--- src/rtl/sdram_arbiter.sv ---
// Shares one single-word SDRAM controller among three toggle-handshake requesters
// and a periodic refresh scheduler. Only one access is ever in flight.
module sdram_arbiter #(
   parameter int REFRESH_CYCLES = 780,
   parameter int RFSH_HOLD      = 8,
   parameter int WATCHDOG       = 64
) (
   input  logic        clk,
   input  logic        reset_n,
   input  logic        p0_req,
   input  logic        p0_we,
   input  logic [25:0] p0_addr,
   input  logic [15:0] p0_din,
   input  logic [1:0]  p0_bs,
   output logic        p0_ack,
   output logic [15:0] p0_dout,
   input  logic        p1_req,
   input  logic        p1_we,
   input  logic [25:0] p1_addr,
   input  logic [15:0] p1_din,
   input  logic [1:0]  p1_bs,
   output logic        p1_ack,
   output logic [15:0] p1_dout,
   input  logic        p2_req,
   input  logic        p2_we,
   input  logic [25:0] p2_addr,
   input  logic [15:0] p2_din,
   input  logic [1:0]  p2_bs,
   output logic        p2_ack,
   output logic [15:0] p2_dout,
   output logic        mem_sel,
   output logic        mem_rd,
   output logic        mem_wr,
   output logic [25:0] mem_addr,
   output logic [15:0] mem_din,
   output logic [1:0]  mem_bs,
   input  logic [15:0] mem_dout,
   input  logic        mem_ready,
   output logic        mem_refresh,
   output logic        timeout
);
   localparam int RC_W   = $clog2(REFRESH_CYCLES);
   localparam int HOLD_W = $clog2(RFSH_HOLD + 1);
   localparam int WD_W   = $clog2(WATCHDOG + 1);

   typedef enum logic [2:0] {IDLE, ISSUE, BUSY, DONE, RFSH} state_t;
   state_t state, state_next;

   logic [RC_W-1:0]   rfsh_cnt;
   logic              rfsh_pend;
   logic              rfsh_wrap;
   logic [HOLD_W-1:0] hold_cnt;
   logic [WD_W-1:0]   wd_cnt;
   logic              wd_expired;
   logic [2:0]        req;
   logic [2:0]        ack;
   logic [2:0]        pend;
   logic [2:0]        gnt;
   logic [2:0]        cur_port;
   logic              cur_we;
   logic [15:0]       dout [3];
   logic              gnt_we;
   logic [25:0]       gnt_addr;
   logic [15:0]       gnt_din;
   logic [1:0]        gnt_bs;
   logic              start_rfsh;
   logic              start_access;
   logic              accepted;
   logic              completed;
   logic              finish;
   logic              abandon;

   assign req        = {p2_req, p1_req, p0_req};
   assign pend       = req ^ ack;
   assign p0_ack     = ack[0];
   assign p1_ack     = ack[1];
   assign p2_ack     = ack[2];
   assign p0_dout    = dout[0];
   assign p1_dout    = dout[1];
   assign p2_dout    = dout[2];
   assign rfsh_wrap  = (rfsh_cnt == RC_W'(REFRESH_CYCLES - 1));
   assign wd_expired = (wd_cnt == WD_W'(WATCHDOG - 1));

   // Fixed priority p0 > p1 > p2; the chosen port's command fields feed registers only.
   always_comb begin
      gnt      = 3'b000;
      gnt_we   = 1'b0;
      gnt_addr = '0;
      gnt_din  = '0;
      gnt_bs   = '0;
      if (pend[0]) begin
         gnt = 3'b001; gnt_we = p0_we; gnt_addr = p0_addr; gnt_din = p0_din; gnt_bs = p0_bs;
      end else if (pend[1]) begin
         gnt = 3'b010; gnt_we = p1_we; gnt_addr = p1_addr; gnt_din = p1_din; gnt_bs = p1_bs;
      end else if (pend[2]) begin
         gnt = 3'b100; gnt_we = p2_we; gnt_addr = p2_addr; gnt_din = p2_din; gnt_bs = p2_bs;
      end
   end

   always_comb begin
      state_next   = state;
      start_rfsh   = 1'b0;
      start_access = 1'b0;
      accepted     = 1'b0;
      completed    = 1'b0;
      finish       = 1'b0;
      abandon      = 1'b0;
      case (state)
         IDLE: begin
            if (rfsh_pend) begin
               start_rfsh = 1'b1;
               state_next = RFSH;
            end else if (gnt != 3'b000) begin
               start_access = 1'b1;
               state_next   = ISSUE;
            end
         end
         ISSUE: begin
            if (!mem_ready) begin
               accepted   = 1'b1;
               state_next = BUSY;
            end else if (wd_expired) begin
               abandon    = 1'b1;
               state_next = IDLE;
            end
         end
         BUSY: begin
            if (mem_ready) begin
               completed  = 1'b1;
               state_next = DONE;
            end else if (wd_expired) begin
               abandon    = 1'b1;
               state_next = IDLE;
            end
         end
         DONE: begin
            finish     = 1'b1;
            state_next = IDLE;
         end
         RFSH: begin
            if (hold_cnt == '0) state_next = IDLE;
         end
         default: state_next = IDLE;
      endcase
   end

   always_ff @(posedge clk or negedge reset_n) begin
      if (!reset_n) state <= IDLE;
      else          state <= state_next;
   end

   // A refresh that expires while one is already pending collapses into it.
   always_ff @(posedge clk or negedge reset_n) begin
      if (!reset_n) begin
         rfsh_cnt    <= '0;
         rfsh_pend   <= 1'b0;
         hold_cnt    <= '0;
         wd_cnt      <= '0;
         ack         <= 3'b000;
         cur_port    <= 3'b000;
         cur_we      <= 1'b0;
         mem_sel     <= 1'b0;
         mem_rd      <= 1'b0;
         mem_wr      <= 1'b0;
         mem_addr    <= '0;
         mem_din     <= '0;
         mem_bs      <= '0;
         mem_refresh <= 1'b0;
         timeout     <= 1'b0;
         for (int i = 0; i < 3; i++) dout[i] <= '0;
      end else begin
         if (rfsh_wrap) rfsh_cnt <= '0;
         else           rfsh_cnt <= rfsh_cnt + RC_W'(1);

         if (rfsh_wrap)       rfsh_pend <= 1'b1;
         else if (start_rfsh) rfsh_pend <= 1'b0;

         if (start_rfsh) begin
            mem_refresh <= ~mem_refresh;
            hold_cnt    <= HOLD_W'(RFSH_HOLD - 1);
         end else if (state == RFSH && hold_cnt != '0) begin
            hold_cnt <= hold_cnt - HOLD_W'(1);
         end

         if (start_access) begin
            cur_port <= gnt;
            cur_we   <= gnt_we;
            mem_addr <= gnt_addr;
            mem_din  <= gnt_din;
            mem_bs   <= gnt_bs;
            mem_sel  <= 1'b1;
            mem_rd   <= ~gnt_we;
            mem_wr   <= gnt_we;
            wd_cnt   <= '0;
         end else if (state == ISSUE || state == BUSY) begin
            wd_cnt <= wd_cnt + WD_W'(1);
         end

         if (accepted || abandon) begin
            mem_sel <= 1'b0;
            mem_rd  <= 1'b0;
            mem_wr  <= 1'b0;
         end

         if (abandon) timeout <= 1'b1;

         if (completed && !cur_we) begin
            for (int i = 0; i < 3; i++) begin
               if (cur_port[i]) dout[i] <= mem_dout;
            end
         end

         if (finish || abandon) ack <= ack ^ cur_port;
      end
   end
endmodule
--- config.mk ---
export PLATFORM = sky130hd
export DESIGN_NAME = sdram_arbiter
export DESIGN_NICKNAME = d
export VERILOG_FILES = /design/src/rtl/sdram_arbiter.sv
export SDC_FILE = /design/constraint.sdc
export NUM_CORES = 1
export LEC_CHECK = 0
export ABC_AREA = 1
export CAP_MARGIN = 20
export CORE_MARGIN = 10
export CORE_UTILIZATION = 40
export DETAILED_ROUTE_END_ITERATION = 8
export GPL_TIMING_DRIVEN = 0
export MAX_ROUTING_LAYER = met4
export PLACE_DENSITY = 0.9
export SYNTH_ARGS = -nofsm -noshare
export SYNTH_HDL_FRONTEND = slang
export SYNTH_SLANG_ARGS = --single-unit
--- constraint.sdc ---
create_clock -name clk -period 1.69 [get_ports clk]
set_clock_uncertainty 0.2 [all_clocks]
set_input_delay 0.4225 -clock clk [delete_from_list [all_inputs] [get_ports clk]]
set_output_delay 0.4225 -clock clk [all_outputs]
set_load 0.005 [all_outputs]
==> summary.txt <==
Die
  • # rows: 46
  • Die Ht: 146 microns
  • Die area: 0.0214 sq mm
  • Initial core utilization: 40.5%
  • Core ar.: 0.0158 sq mm
  • Die Span X: 146 microns
  • I/O Pins: 257

Synthesis
  • FF+latch count, synth: 129
  • Yosys Warn Count: 0
  • Syn Inst Count: 822
  • Synth top area cells: dfrtp_1 51%, nand2_1 13%, inv_1 6.3%
  • Fraction of synthesized area in multiplexers: 0%
  • Synth cell count leaders: 225 x nand2_1, 129 x dfrtp_1, 107 x inv_1, 99 x nor2_1, 64 x nand3_1
  • Async set-reset flop share out of synthesis: 100%
  • Top_reg_cell synth: dfrtp_1
  • Post-Synth XOR/XNOR Area: 0.959%
  • Most common cell in the netlist: nand2_1
  • Simple-Gate Fraction of Synth Area: 28.0%
  • Main combinational cell family by area after synthesis: simple AND/OR/NAND/NOR gates
  • Post-Syn Area per Cell: 7.78 sq um
  • Synthesized cell area: 0.00639 sq mm
  • Post-Syn Nets: 982
  • Netlist cell types: 32
  • Sequential area share after synthesis: 50.5%
  • Synth top area share: 50.5%
  • Synth Area in Adders: 0.587%
  • Cell taking the most area after synthesis: dfrtp_1
  • Area fraction in compound gates after synthesis: 10.1%
  • Number of synthesized flops with an enable pin: 0

Worst setup path
  • Reg2reg setup slack: -170 ps
  • WP data required: 1860 ps
  • Critical path, cell by cell: nor2_4, nand2_2, inv_2, nand2_4, buf_4, nor3_4, buf_6, buf_6, nand2_1, nand3_2
  • Crit path max fanout: 7
  • Critical path's slowest cell: dfrtp_1
  • Worst setup SP type: register
  • CP endpoint kind: register
  • Most used cell, CP: buf_6
  • Critical path class: register to register
  • CP Data Arrival Time: 2020 ps
  • CP peak stage delay: 430 ps

Placed design
  • Dpl hpwl: 17.3 mm
  • Port Buffer Count: 256
  • Final Wtd Congestion: 0.933
  • Post-place setup slack: -838 ps
  • Post-Place Cells: 1295
  • Placed cell areas: 0.00925 sq mm

Cells and area
  • Fin nets: 1325
  • Post-layout util: 70.7%
  • Fillers: 1047
  • Seq. cell area: 0.00323 sq mm
  • Area of the multi-input gates: 0.00311 sq mm
  • Non-filler cells, final: 1395
  • Area Overhead vs Synth: 74.4%
  • Share of cells above drive strength 1: 30.2%
  • Final instance area: 0.0111 sq mm

CTS
  • Clk buf depth: 2
  • H-tree depth: 4
  • Worst-Skew Late Latency: 430 ps
  • Clock sinks: 129
  • CTS clk-pin slew, worst paths: 60 ps
  • CTS tree: done
  • CTS Root Cell: clkbuf_16
  • CTS Buf Count: 17

Power and ir drop
  • VDD IR max: 0.00104 V
  • Clock power frac: 19.8%
  • Logic pwr share: 51.7%
  • Power share of the sequential group: 28.5%
  • Power Density: 1660 mW/mm^2
  • Int Power: 11.1 mW
  • Pwr Total: 18.5 mW
  • LEAKAGE: 5.44 nW
  • Net Sw Frac: 40.1%
  • Switching power: 7.42 mW

GRT
  • First-pass GRT wire length: 39.8 mm
  • Gr ovfl total: 0
  • Total track usage: 24.1%
  • Number of global-route vias before repair: 7388
  • Initial antenna violation count: 1
  • Largest net degree at the start of global routing: 73

Timing
  • Slew headroom: 60.9%
  • Worst hold margin: 280 ps
  • Final Critical Period: 1860 ps
  • Max Freq: 0.538 GHz
  • Final Max Slew Viols: 0
  • Slew @ Worst Pin: 587 ps
  • TNS Setup: -5380 ps
  • Final Hold Violating Endpoints: 0
  • Final worst path period share: 110%
  • Unrepaired setup endpoints after global routing: true
  • Final WS setup: -168 ps
  • Setup Viol. Count Final: 86

Status
  • Status: finished with violations
  • Violated checks: setup timing

Route
  • Routed WL per cell: 20.5 microns
  • Via Count: 7456
  • First drt pass iteration count: 5
  • DRT antenna net count: 0
  • Post-Route WL: 28.6 mm
  • Vias per std cell: 5.34
  • Residual DRC count: 0
  • 1st-iter DRT viols: 590

Job
  • Max Cap Violations: 0

Hold path
  • Hold Crit Class: register to register
==> sequential cells by signal (all words and copies together), names as in the netlist, 2 cells and up <==
signal,count
hold_cnt,4
mem_bs,2
state,3
cur_port,3
ack,3
wd_cnt,7
p2_dout,16
rfsh_cnt,10
mem_din,16
p0_dout,16
p1_dout,16
mem_addr,26
==> cell type report <==
| cell class | count | area share (%) |
|---|---|---|
| inverter | 114 | 4.02 |
| tap | 216 | 2.43 |
| buffer | 34 | 4.08 |
| clock buffer | 18 | 3.85 |
| clock inverter | 14 | 1.30 |
| multi-input combinational | 545 | 27.9 |
| antenna | 1 | 0.0225 |
| timing repair buffer | 324 | 27.4 |
| sequential | 129 | 29.0 |
==> critical path: cells and delay by family (launching register included) <==
family	cells	cell delay, ps
buffers and inverters	4	540
and+or+nand+nor	6	630
DFF	1	430
==> final timing paths <==
check / depth (start not counted) / startpoint / endpoint
worst max register to register: 10 / state[0] / mem_din[13]
worst min-delay path: 2 / timeout / timeout
worst min register to register: 2 / timeout / timeout
min in group asynchronous: 2 / reset_n / mem_addr[20]
worst max-delay path: 10 / state[0] / mem_din[13]
max in group asynchronous: 3 / reset_n / mem_addr[5]
==> per-layer routing <==
metal  up-vias  global-route usage (%)  wire length [microns]
met3       125                    7.05                   2250
met2       452                    40.1                  14300
met1      3612                    26.1                  10300
met5         -                       -                      0
met4         0                    11.2                   1680
li1       3267                       -                      -
==> power by group through the flow <==
stage / Sequential, mW / Clock, mW / Combinational, mW
after floorplan: 5.10 / 0 / 3.12
after global placement: 5.03 / 0 / 6.90
after detailed placement: 5.10 / 0 / 7.05
after CTS: 5.07 / 3.66 / 8.40
after global routing: 5.37 / 3.84 / 10.2
final: 5.26 / 3.67 / 9.56
==> what timing repair did <==
item,in CTS,in global routing
hold buffers,1,0
endpoints found under the hold margin,57,0
gates cloned,6,5
resized for setup,358,234
endpoints found under the setup margin,218,168
buffers inserted,32,25
pin swaps,18,26
==> cell usage in the layout, fill, tap and decap left out, drive strengths merged <==
master | Yosys | routed
a21o | 1 | 1
clkdlybuf4s50 | 0 | 151
ha | 3 | 3
nand2 | 229 | 229
clkinv | 2 | 6
clkdlybuf4s15 | 0 | 35
bufinv | 0 | 1
clkinvlp | 0 | 1
nor4 | 1 | 1
a21oi | 24 | 24
nand3 | 67 | 67
nand3b | 1 | 1
nand4 | 6 | 6
dlygate4sd2 | 0 | 3
nor3 | 8 | 8
buf | 24 | 113
nor2 | 111 | 111
clkbuf | 10 | 72
xor2 | 7 | 7
o21bai | 1 | 1
dlygate4sd3 | 0 | 1
o21ai | 85 | 85
o211ai | 1 | 1
dfrtp | 129 | 129
diode | 0 | 1
dlymetal6s2s | 0 | 1
inv | 112 | 120
==> logic make-up after synthesis <==
kind of cell    Yosys count
buf+inv                 148
compound gates          112
simple gates            423
xor+xnor                  7
fa+ha+maj                 3
flops                   129
Power figures use the tool's default switching activity.
